===== src/rtl/step_pkg.sv =====
// Shared constants, state type and step-count range check for the step sequencer.
package step_pkg;

    localparam int STEP_W    = 4;
    localparam int LED_W     = 10;
    localparam int MIN_STEPS = 1;
    localparam int MAX_STEPS = 10;

    typedef enum logic [1:0] {
        IDLE = 2'd0,
        RUN  = 2'd1,
        DONE = 2'd2
    } step_state_t;

    // A run is accepted only for counts that map onto an actual LED.
    function automatic logic steps_legal(input logic [STEP_W-1:0] s);
        return (s >= STEP_W'(MIN_STEPS)) && (s <= STEP_W'(MAX_STEPS));
    endfunction

endpackage


===== src/rtl/tick_prescaler.sv =====
// Free-running dwell counter: tick pulses in the terminal-count cycle while enabled.
module tick_prescaler #(
    parameter int TICK_DIV = 100_000_000
) (
    input  logic clk,
    input  logic rst_n,
    input  logic clr,
    input  logic en,
    output logic tick
);

    localparam int CNT_W = (TICK_DIV > 1) ? $clog2(TICK_DIV) : 1;
    localparam logic [CNT_W-1:0] LAST = CNT_W'(TICK_DIV - 1);

    logic [CNT_W-1:0] r_cnt;
    logic             w_at_last;

    assign w_at_last = (r_cnt == LAST);
    assign tick      = en & w_at_last;

    always_ff @(posedge clk or negedge rst_n) begin
        if (!rst_n) begin
            r_cnt <= '0;
        end else if (clr) begin
            r_cnt <= '0;
        end else if (en) begin
            r_cnt <= w_at_last ? '0 : r_cnt + CNT_W'(1);
        end
    end

endmodule


===== src/rtl/step_sequencer.sv =====
// Timed LED walk from step 1 up to a latched count; one step per TICK_DIV cycles.
// Define STEP_THERMO_EN for a thermometer LED code instead of one-hot.
module step_sequencer
    import step_pkg::*;
#(
    parameter int TICK_DIV = 100_000_000
) (
    input  logic              clk,
    input  logic              rst_n,
    input  logic [STEP_W-1:0] steps,
    input  logic              start,
    input  logic              stop,
    output logic [LED_W-1:0]  led,
    output logic [STEP_W-1:0] step_idx,
    output logic              busy,
    output logic              done,
    output step_state_t       dbg_state
);

    step_state_t       r_state;
    logic [STEP_W-1:0] r_tgt;
    logic [STEP_W-1:0] r_step_idx;
    logic [LED_W-1:0]  r_led;
    logic              r_busy;
    logic              r_done;
    logic              w_tick;
    logic              w_pre_clr;

    function automatic logic [LED_W-1:0] led_decode(input logic [STEP_W-1:0] idx);
`ifdef STEP_THERMO_EN
        // Modular subtraction makes idx=LED_W wrap to all-ones.
        return (LED_W'(1) << idx) - LED_W'(1);
`else
        return (idx == '0) ? '0 : (LED_W'(1) << (idx - STEP_W'(1)));
`endif
    endfunction

    // Held clear outside RUN so every run starts with a full dwell.
    assign w_pre_clr = (r_state != RUN);

    tick_prescaler #(
        .TICK_DIV (TICK_DIV)
    ) u_prescaler (
        .clk   (clk),
        .rst_n (rst_n),
        .clr   (w_pre_clr),
        .en    (r_state == RUN),
        .tick  (w_tick)
    );

    always_ff @(posedge clk or negedge rst_n) begin
        if (!rst_n) begin
            r_state    <= IDLE;
            r_tgt      <= '0;
            r_step_idx <= '0;
            r_led      <= '0;
            r_busy     <= 1'b0;
            r_done     <= 1'b0;
        end else begin
            case (r_state)
                IDLE: begin
                    r_done <= 1'b0;
                    if (start && !stop && steps_legal(steps)) begin
                        r_state    <= RUN;
                        r_tgt      <= steps;
                        r_step_idx <= STEP_W'(1);
                        r_led      <= led_decode(STEP_W'(1));
                        r_busy     <= 1'b1;
                    end else begin
                        r_step_idx <= '0;
                        r_led      <= '0;
                        r_busy     <= 1'b0;
                    end
                end
                RUN: begin
                    // Abort takes priority over a coincident tick.
                    if (stop) begin
                        r_state    <= IDLE;
                        r_step_idx <= '0;
                        r_led      <= '0;
                        r_busy     <= 1'b0;
                        r_done     <= 1'b0;
                    end else if (w_tick) begin
                        if (r_step_idx < r_tgt) begin
                            r_step_idx <= r_step_idx + STEP_W'(1);
                            r_led      <= led_decode(r_step_idx + STEP_W'(1));
                        end else begin
                            r_state    <= DONE;
                            r_step_idx <= '0;
                            r_led      <= '0;
                            r_busy     <= 1'b0;
                            r_done     <= 1'b1;
                        end
                    end
                end
                DONE: begin
                    r_state    <= IDLE;
                    r_step_idx <= '0;
                    r_led      <= '0;
                    r_busy     <= 1'b0;
                    r_done     <= 1'b0;
                end
                default: begin
                    r_state    <= IDLE;
                    r_step_idx <= '0;
                    r_led      <= '0;
                    r_busy     <= 1'b0;
                    r_done     <= 1'b0;
                end
            endcase
        end
    end

    assign led       = r_led;
    assign step_idx  = r_step_idx;
    assign busy      = r_busy;
    assign done      = r_done;
    assign dbg_state = r_state;

endmodule


===== config.mk =====
export PLATFORM = sky130hd
export DESIGN_NAME = step_sequencer
export DESIGN_NICKNAME = d
export VERILOG_FILES = /design/src/rtl/step_pkg.sv /design/src/rtl/tick_prescaler.sv /design/src/rtl/step_sequencer.sv
export SDC_FILE = /design/constraint.sdc
export NUM_CORES = 1
export LEC_CHECK = 0
export CAP_MARGIN = 20
export CORE_ASPECT_RATIO = 1.25
export CORE_MARGIN = 2
export CORE_UTILIZATION = 35
export DETAILED_ROUTE_END_ITERATION = 16
export PLACE_DENSITY = 0.61
export REMOVE_ABC_BUFFERS = 1
export SYNTH_ARGS = -nofsm -noshare
export SYNTH_HDL_FRONTEND = slang
export SYNTH_SLANG_ARGS = --single-unit

===== constraint.sdc =====
create_clock -name clk -period 2.7 [get_ports clk]
set_clock_uncertainty 0.15 [all_clocks]
set_input_delay 0.54 -clock clk [delete_from_list [all_inputs] [get_ports clk]]
set_output_delay 0.54 -clock clk [all_outputs]
set_load 0.1 [all_outputs]

==> results.py, run 1 <==
metrics = {
    "setup_path": {
        "worst-endpoint-required_ns": 2.78,
        "critical_path_class": "reg -> reg",
        "crit_path_start_kind": "flip-flop",
        "cp_cell_sequence": "inv_1, ha_1, nand4bb_1, o31ai_1, a221oi_1, and3b_1, a32o_1",
        "worst_path_dominant_cell_family": "compound AO/OA/AOI/OAI gates",
        "critical_path.slowest_cell": "sky130_fd_sc_hd__a221oi_1",
        "cp_num_buf_inv": 1,
        "arrival_ns": 2.57,
        "setup.worst_path.end_class": "flip-flop",
        "crit_path_max_fanout": 5,
        "worst_path_largest_cell_delay_ns": 0.60,
    },
    "global_route": {
        "grt_util_all_layers_pct": 14.2,
        "grt_first_pass_wirelength_um": 9100,
        "grt-ovfl-total": 0,
        "pin_count_of_the_biggest_net_entering_global_routing": 50,
        "grt_pass1_vias": 1900,
        "grt_antenna_before_repair": 0,
    },
    "logic_synthesis": {
        "yosys.cell_types.count": 48,
        "synth_top_flop_cell": "sky130_fd_sc_hd__dfrtp_1",
        "yosysSeqAreaShare_pct": 47.7,
        "postSynthRegisterBits": 49,
        "synth_area_per_cell_um2": 9.92,
        "cell_area_synth_um2": 2570,
        "yosys_top_cell_by_area": "sky130_fd_sc_hd__dfrtp_1",
        "yosysWarningCount": 0,
        "synth-async-reset-ratio_pct": 100,
        "number_of_enable_type_register_cells_in_the_synthesized_netlist": 0,
        "yosys-top-cells-area": "sky130_fd_sc_hd__dfrtp_1, sky130_fd_sc_hd__xnor2_1, sky130_fd_sc_hd__nor2_1, sky130_fd_sc_hd__ha_1, sky130_fd_sc_hd__nand3_1",
        "instance_count_of_the_mapped_netlist": 259,
        "synth.top_cell.area_share_pct": 47.7,
    },
    "clock_tree": {
        "ctsResizeCount": 0,
        "root_cell_of_the_clock_tree": "sky130_fd_sc_hd__clkbuf_8",
        "clk-insertion-delay-late_ns": 0.29,
        "clockBufferDepth": 2,
        "cts_num_sinks": 49,
        "cts_tree": "built",
        "hold_buffers": 0,
        "post-cts-setup-buffers": 0,
        "clkSlewWorstSetupHoldPaths_ns": 0.09,
        "cts_inserted_buffers": 5,
        "clock_tree.htree_level_count": 2,
    },
    "final_layout": {
        "final_common_cell": "sky130_fd_sc_hd__dfrtp_1",
        "fin_nets": 309,
        "layout-drive-gt1-share_pct": 16.0,
        "final_cell_mix": "sky130_fd_sc_hd__dfrtp_1, sky130_fd_sc_hd__nor2_1, sky130_fd_sc_hd__buf_4, sky130_fd_sc_hd__xnor2_1, sky130_fd_sc_hd__nand2_1",
        "layout.filler_cells": 699,
        "final_cell_area_um2": 3010,
        "antenna-diode-count": 0,
        "syn_to_final_growth_pct": 17.1,
    },
    "die": {
        "die_w_um": 80.6,
        "die_h_um": 99.8,
        "number_of_placement_rows": 34,
        "floorplan.core_area_um2": 7020,
        "floorplan.initialDensity_pct": 36.6,
        "boundaryPins": 26,
        "fp.dieArea_um2": 8040,
    },
    "routing": {
        "drt_pass1_iterations": 4,
        "detail_route.wirelength_um": 5270,
        "vias": 1926,
        "wire_per_inst_um": 13.8,
        "drt_iter0_drc": 94,
        "route.detailed.drc": 0,
        "drt.antenna.violating_nets": 0,
        "vias_per_cell": 5.03,
    },
    "sta": {
        "report.final.setup_viol": 0,
        "timing.final.crit_share_pct": 91.9,
        "finalCriticalPeriod_ns": 2.48,
        "timing_worst_slew_pin_value_ns": 0.636,
        "final_hold_viol_count": 0,
        "slew_viol_final": 0,
        "unrepaired_setup_endpoints_after_global_routing": "no",
        "fin_ws_ns": 0.218,
        "timing.max_slew.rel_slack_pct": 57.6,
        "max_freq_mhz": 403,
    },
    "power": {
        "share_comb_of_total_power_pct": 35.8,
        "internal_power_mw": 1.22,
        "power.share.switching_pct": 38.6,
        "p_sw_mw": 0.765,
        "vdd_drop_max_mv": 0.428,
        "power_frac_clock_pct": 20.9,
        "power_leakage_nw": 1.27,
        "sequentialPowerShare_pct": 43.2,
        "p_per_area_nw_per_um2": 658,
    },
    "placement": {
        "detailed_place.area_um2": 2930,
        "placement.setup.worst_slack_ns": 0.233,
        "place_congestion": 0.806,
        "hpwl_um": 3780,
        "portBuffers": 25,
    },
    "flow_run": {
        "cap_viol_max_count": 0,
    },
    "hold_path": {
        "hold_path_class": "in -> async",
    },
    "run_status": {
        "status": "finished, final reports clean",
    },
}
## power by group through the flow
stage	logic (mW)	clock network (mW)	registers [mW]
after CTS	0.720	0.432	0.858
final	0.709	0.414	0.856
after global placement	0.715	0	0.872
after floorplan	0.304	0	1.05
after global routing	0.776	0.467	0.871
after detailed placement	0.718	0	0.873
## sequential cells by signal (all words and copies together) (netlist names)
signal / cells
u_prescaler.r_cnt: 27
led: 10
r_tgt: 4
step_idx: 4
dbg_state: 2
busy: 1
done: 1
## per-layer routing
| metal | track usage (%) | routed length, µm |
|---|---|---|
| met5 | 0 | 0 |
| met4 | 3.78 | 30 |
| met3 | 3.42 | 179 |
| met2 | 23.9 | 2740 |
| met1 | 18.4 | 2330 |
## kinds of logic (layout without fill, tap and decap cells)
kind of cell,after synthesis,after routing,synth area share (%)
compound gates,36,36,10.3
xor+xnor,26,26,8.87
fa+ha+maj,9,9,4.38
buf+inv,20,54,3.36
flops,49,49,47.7
mux,1,1,0.438
simple gates,118,118,24.9
## area by class of cell
cell class | instances | area [µm²] | share of cell area, %
Sequential cell | 49 | 1230 | 40.8
Tap cell | 90 | 113 | 3.74
Inverter | 14 | 52.6 | 1.75
Clock buffer | 6 | 72.6 | 2.41
Timing Repair Buffer | 32 | 278 | 9.23
Clock inverter | 2 | 10.0 | 0.333
Multi-Input combinational cell | 190 | 1260 | 41.8
## cell usage after synthesis, types with 2 or more instances
master	n
sky130_fd_sc_hd__a211o_1	2
sky130_fd_sc_hd__a21o_1	2
sky130_fd_sc_hd__a21oi_1	3
sky130_fd_sc_hd__a221oi_1	2
sky130_fd_sc_hd__a22o_1	3
sky130_fd_sc_hd__a31o_2	4
sky130_fd_sc_hd__a32o_1	3
sky130_fd_sc_hd__and2_0	4
sky130_fd_sc_hd__and3_1	3
sky130_fd_sc_hd__buf_2	3
sky130_fd_sc_hd__clkbuf_1	2
sky130_fd_sc_hd__dfrtp_1	49
sky130_fd_sc_hd__ha_1	9
sky130_fd_sc_hd__inv_1	14
sky130_fd_sc_hd__nand2_1	18
sky130_fd_sc_hd__nand2b_1	3
sky130_fd_sc_hd__nand3_1	14
sky130_fd_sc_hd__nand4_1	3
sky130_fd_sc_hd__nor2_1	33
sky130_fd_sc_hd__nor3_1	12
sky130_fd_sc_hd__nor3_2	2
sky130_fd_sc_hd__nor3b_1	3
sky130_fd_sc_hd__nor4_1	6
sky130_fd_sc_hd__nor4bb_1	2
sky130_fd_sc_hd__o21ai_0	7
sky130_fd_sc_hd__o21ai_1	2
sky130_fd_sc_hd__o31a_1	2
sky130_fd_sc_hd__o31ai_1	3
sky130_fd_sc_hd__or2_2	2
sky130_fd_sc_hd__or3_4	2
sky130_fd_sc_hd__xnor2_1	20
sky130_fd_sc_hd__xor2_1	6
## per-stage QoR
stage	cells	power [mW]	util, %	hold slack, ns	setup TNS (ns)
6_report	383	1.98	42.9	0.0663	0
5_1_grt	383	2.11	42.9	0.0683	0
4_1_cts	383	2.01	42.9	0.0706	0
3_5_place_dp	375	1.59	41.7	0.329	0
3_3_place_gp	375	1.59	41.7	0.322	0
2_1_floorplan	253	1.35	-	0.0944	-2.56
## path summary, 6_finish.rpt
check | end | depth (start not counted) | slack (ns) | startpoint
worst max-delay path | led[6] | 7 | 0.22 | step_idx[0]
worst min-delay path | u_prescaler.r_cnt[3] | 2 | 0.07 | rst_n
worst max register to register | led[6] | 7 | 0.22 | step_idx[0]
worst min register to register | busy | 1 | 0.34 | busy
max in group asynchronous | step_idx[1] | 2 | 2.11 | rst_n
min in group clk | busy | 1 | 0.34 | busy
## worst reg2reg max path, cell delays in order, from the launching register on
cell and delay [ns]:
sky130_fd_sc_hd__dfrtp_1 0.40, sky130_fd_sc_hd__inv_1 0.12, sky130_fd_sc_hd__ha_1 0.36, sky130_fd_sc_hd__nand4bb_1 0.14, sky130_fd_sc_hd__o31ai_1 0.10, sky130_fd_sc_hd__a221oi_1 0.60, sky130_fd_sc_hd__and3b_1 0.36, sky130_fd_sc_hd__a32o_1 0.20
Note: power is estimated with default switching activity, not from simulation.
==> run 2: changes to the inputs <==
--- a/config.mk
+++ b/config.mk
@@ -10,6 +10,8 @@
 export CORE_MARGIN = 2
 export CORE_UTILIZATION = 35
 export DETAILED_ROUTE_END_ITERATION = 16
+export GPL_TIMING_DRIVEN = 0
+export HOLD_SLACK_MARGIN = 0.03
 export PLACE_DENSITY = 0.61
 export REMOVE_ABC_BUFFERS = 1
 export SYNTH_ARGS = -nofsm -noshare
==> run 2 against run 1 <==
Against the previous run: global-route usage shrank 0.24 points; utilization increased by 0.14 points; sequential power increased by 2%; clock power decreased by 4%; largest power group unchanged; highest routed layer unchanged.
==> results.py, run 2 (synthesis results as in run 1) <==
metrics = {
    "clock_tree": {
        "clk-insertion-delay-late_ns": 0.29,
        "cts_num_sinks": 49,
        "cts_inserted_buffers": 5,
        "clockBufferDepth": 2,
        "clkSlewWorstSetupHoldPaths_ns": 0.09,
        "clock_tree.htree_level_count": 2,
        "post-cts-setup-buffers": 0,
        "cts_tree": "built",
        "root_cell_of_the_clock_tree": "sky130_fd_sc_hd__clkbuf_8",
    },
    "final_layout": {
        "post-route-util_pct": 43.0,
        "layout-drive-gt1-share_pct": 8.39,
        "final_cell_mix": "sky130_fd_sc_hd__dfrtp_1, sky130_fd_sc_hd__nor2_1, sky130_fd_sc_hd__xnor2_1, sky130_fd_sc_hd__nand2_1, sky130_fd_sc_hd__clkdlybuf4s50_1",
        "largest_register_ff_count": 27,
        "largest_register": "u_prescaler.r_cnt",
        "antenna-diode-count": 0,
        "syn_to_final_growth_pct": 17.5,
        "fin_nets": 304,
        "final_common_cell": "sky130_fd_sc_hd__dfrtp_1",
    },
    "setup_path": {
        "worst_path_largest_cell_delay_ns": 0.62,
        "critical_path_class": "reg -> reg",
        "critical_path.slowest_cell": "sky130_fd_sc_hd__or4_4",
        "crit_path_max_fanout": 7,
        "worst_path_dominant_cell_family": "simple AND/OR/NAND/NOR gates",
        "cp_cell_sequence": "ha_1, nand2_1, or3_4, or4_4, nor3_2, a32o_1",
        "arrival_ns": 2.64,
        "worst-endpoint-required_ns": 2.78,
        "setup.worst_path.end_class": "flip-flop",
        "cp_num_buf_inv": 0,
        "crit_path_start_kind": "flip-flop",
    },
    "global_route": {
        "gr-usage-met2_pct": 23.9,
        "grt_most_used_layer": "met2",
        "grt_antenna_before_repair": 0,
        "grt_pass1_vias": 1910,
        "grt_first_pass_wirelength_um": 8980,
        "global_route.usage.met1_pct": 17.8,
        "pin_count_of_the_biggest_net_entering_global_routing": 36,
        "grt_util_all_layers_pct": 14.0,
        "grt.met3_usage_pct": 3.06,
        "grt-ovfl-total": 0,
    },
    "sta": {
        "timing_worst_slew_pin_value_ns": 0.971,
        "slew_viol_final": 0,
        "finalCriticalPeriod_ns": 2.56,
        "fin_ws_ns": 0.144,
        "fin_tns_setup_ns": 0,
        "final_hold_viol_count": 0,
        "timing.max_slew.rel_slack_pct": 35.1,
        "timing.final.crit_share_pct": 94.7,
        "report.final.setup_viol": 0,
        "unrepaired_setup_endpoints_after_global_routing": "no",
        "max_freq_mhz": 391,
    },
    "routing": {
        "wire_per_inst_um": 13.7,
        "drt_pass1_iterations": 4,
        "vias_per_cell": 5.10,
        "drt_iter0_drc": 102,
        "detail_route.wirelength_um": 5150,
        "drt.antenna.violating_nets": 0,
        "route.detailed.drc": 0,
        "vias": 1919,
    },
    "placement": {
        "place_congestion": 0.818,
        "placement.setup.worst_slack_ns": -0.305,
        "hpwl_um": 3720,
        "portBuffers": 25,
    },
    "die": {
        "die_w_um": 80.6,
        "floorplan.initialDensity_pct": 36.6,
        "number_of_placement_rows": 34,
        "floorplan.core_area_um2": 7020,
        "boundaryPins": 26,
        "die_h_um": 99.8,
        "fp.dieArea_um2": 8040,
    },
    "power": {
        "power_leakage_nw": 1.25,
        "finalPower_mw": 1.92,
        "vdd_drop_max_mv": 0.326,
        "p_per_area_nw_per_um2": 637,
    },
    "flow_run": {
        "cap_viol_max_count": 0,
    },
    "hold_path": {
        "hold_path_class": "reg -> reg",
    },
    "run_status": {
        "status": "finished, final reports clean",
    },
}
run 2: changes by cell type in the layout (fill, tap and decap cells not counted), sizes merged:
| cell | before | now |
|---|---|---|
| clkbuf | 6 | 5 |
| dlygate4sd3 | 0 | 1 |
| dlymetal6s2s | 0 | 2 |
| dlygate4sd2 | 0 | 4 |
| clkdlybuf4s50 | 6 | 18 |
| clkinv | 2 | 1 |
| buf | 26 | 2 |
run 2: power by group:
group	leakage [nW]	switching (mW)	internal, mW
clock	0.0399	0.227	0.171
combinational	0.542	0.455	0.197
sequential	0.670	0.0701	0.803
total	1.25	0.752	1.17
run 2: path summary, 6_finish.rpt:
check	start	end	slack, ns	cells after the start
setup / recovery	u_prescaler.r_cnt[0]	led[5]	0.14	6
hold / removal	busy	busy	0.33	1
setup reg to reg	u_prescaler.r_cnt[0]	led[5]	0.14	6
hold reg to reg	busy	busy	0.33	1
max in group asynchronous	rst_n	led[8]	1.38	3
min in group asynchronous	rst_n	u_prescaler.r_cnt[2]	0.52	2
run 2: worst reg2reg max path: cells and delay by family (launching register included):
family                   cells  cell delay, ns
flip-flops                   1            0.41
AO/OA/AOI/OAI                1            0.23
AND/OR/NAND/NOR              4            1.43
adder cells (fa/ha/maj)      1            0.26
run 2: through the flow:
step / instances / area [µm²] / hold WS, ns
final: 376 / 3020 / 0.332
after CTS: 376 / 2990 / 0.339
after global routing: 376 / 3020 / 0.375
after detailed placement: 369 / 2910 / 0.319
after global placement: 368 / 2900 / 0.324
after floorplan: 253 / 2530 / 0.0944
run 2: metal layers:
metal	vias to the layer above	wire, µm
met5	-	0
met4	0	57
met3	6	119
met2	21	2650
met1	928	2320
li1	964	-
run 2: repair_timing:
action | in CTS | in global routing
resized for setup | 4 | 5
hold endpoints to repair | 14 | 0
cloned | 0 | 0
hold buffers | 1 | 0
endpoints found under the setup margin | 4 | 39
run 2: layout make-up:
| cell class | instances | area (µm²) |
|---|---|---|
| fillers | 692 | 4000 |
| multi-input cells | 190 | 1280 |
| flip-flops and latches | 49 | 1230 |
| repair buffers | 27 | 275 |
| well taps | 90 | 113 |
| clock buffers | 5 | 68.8 |
| inverters | 14 | 52.6 |
| clock inverters | 1 | 5.00 |
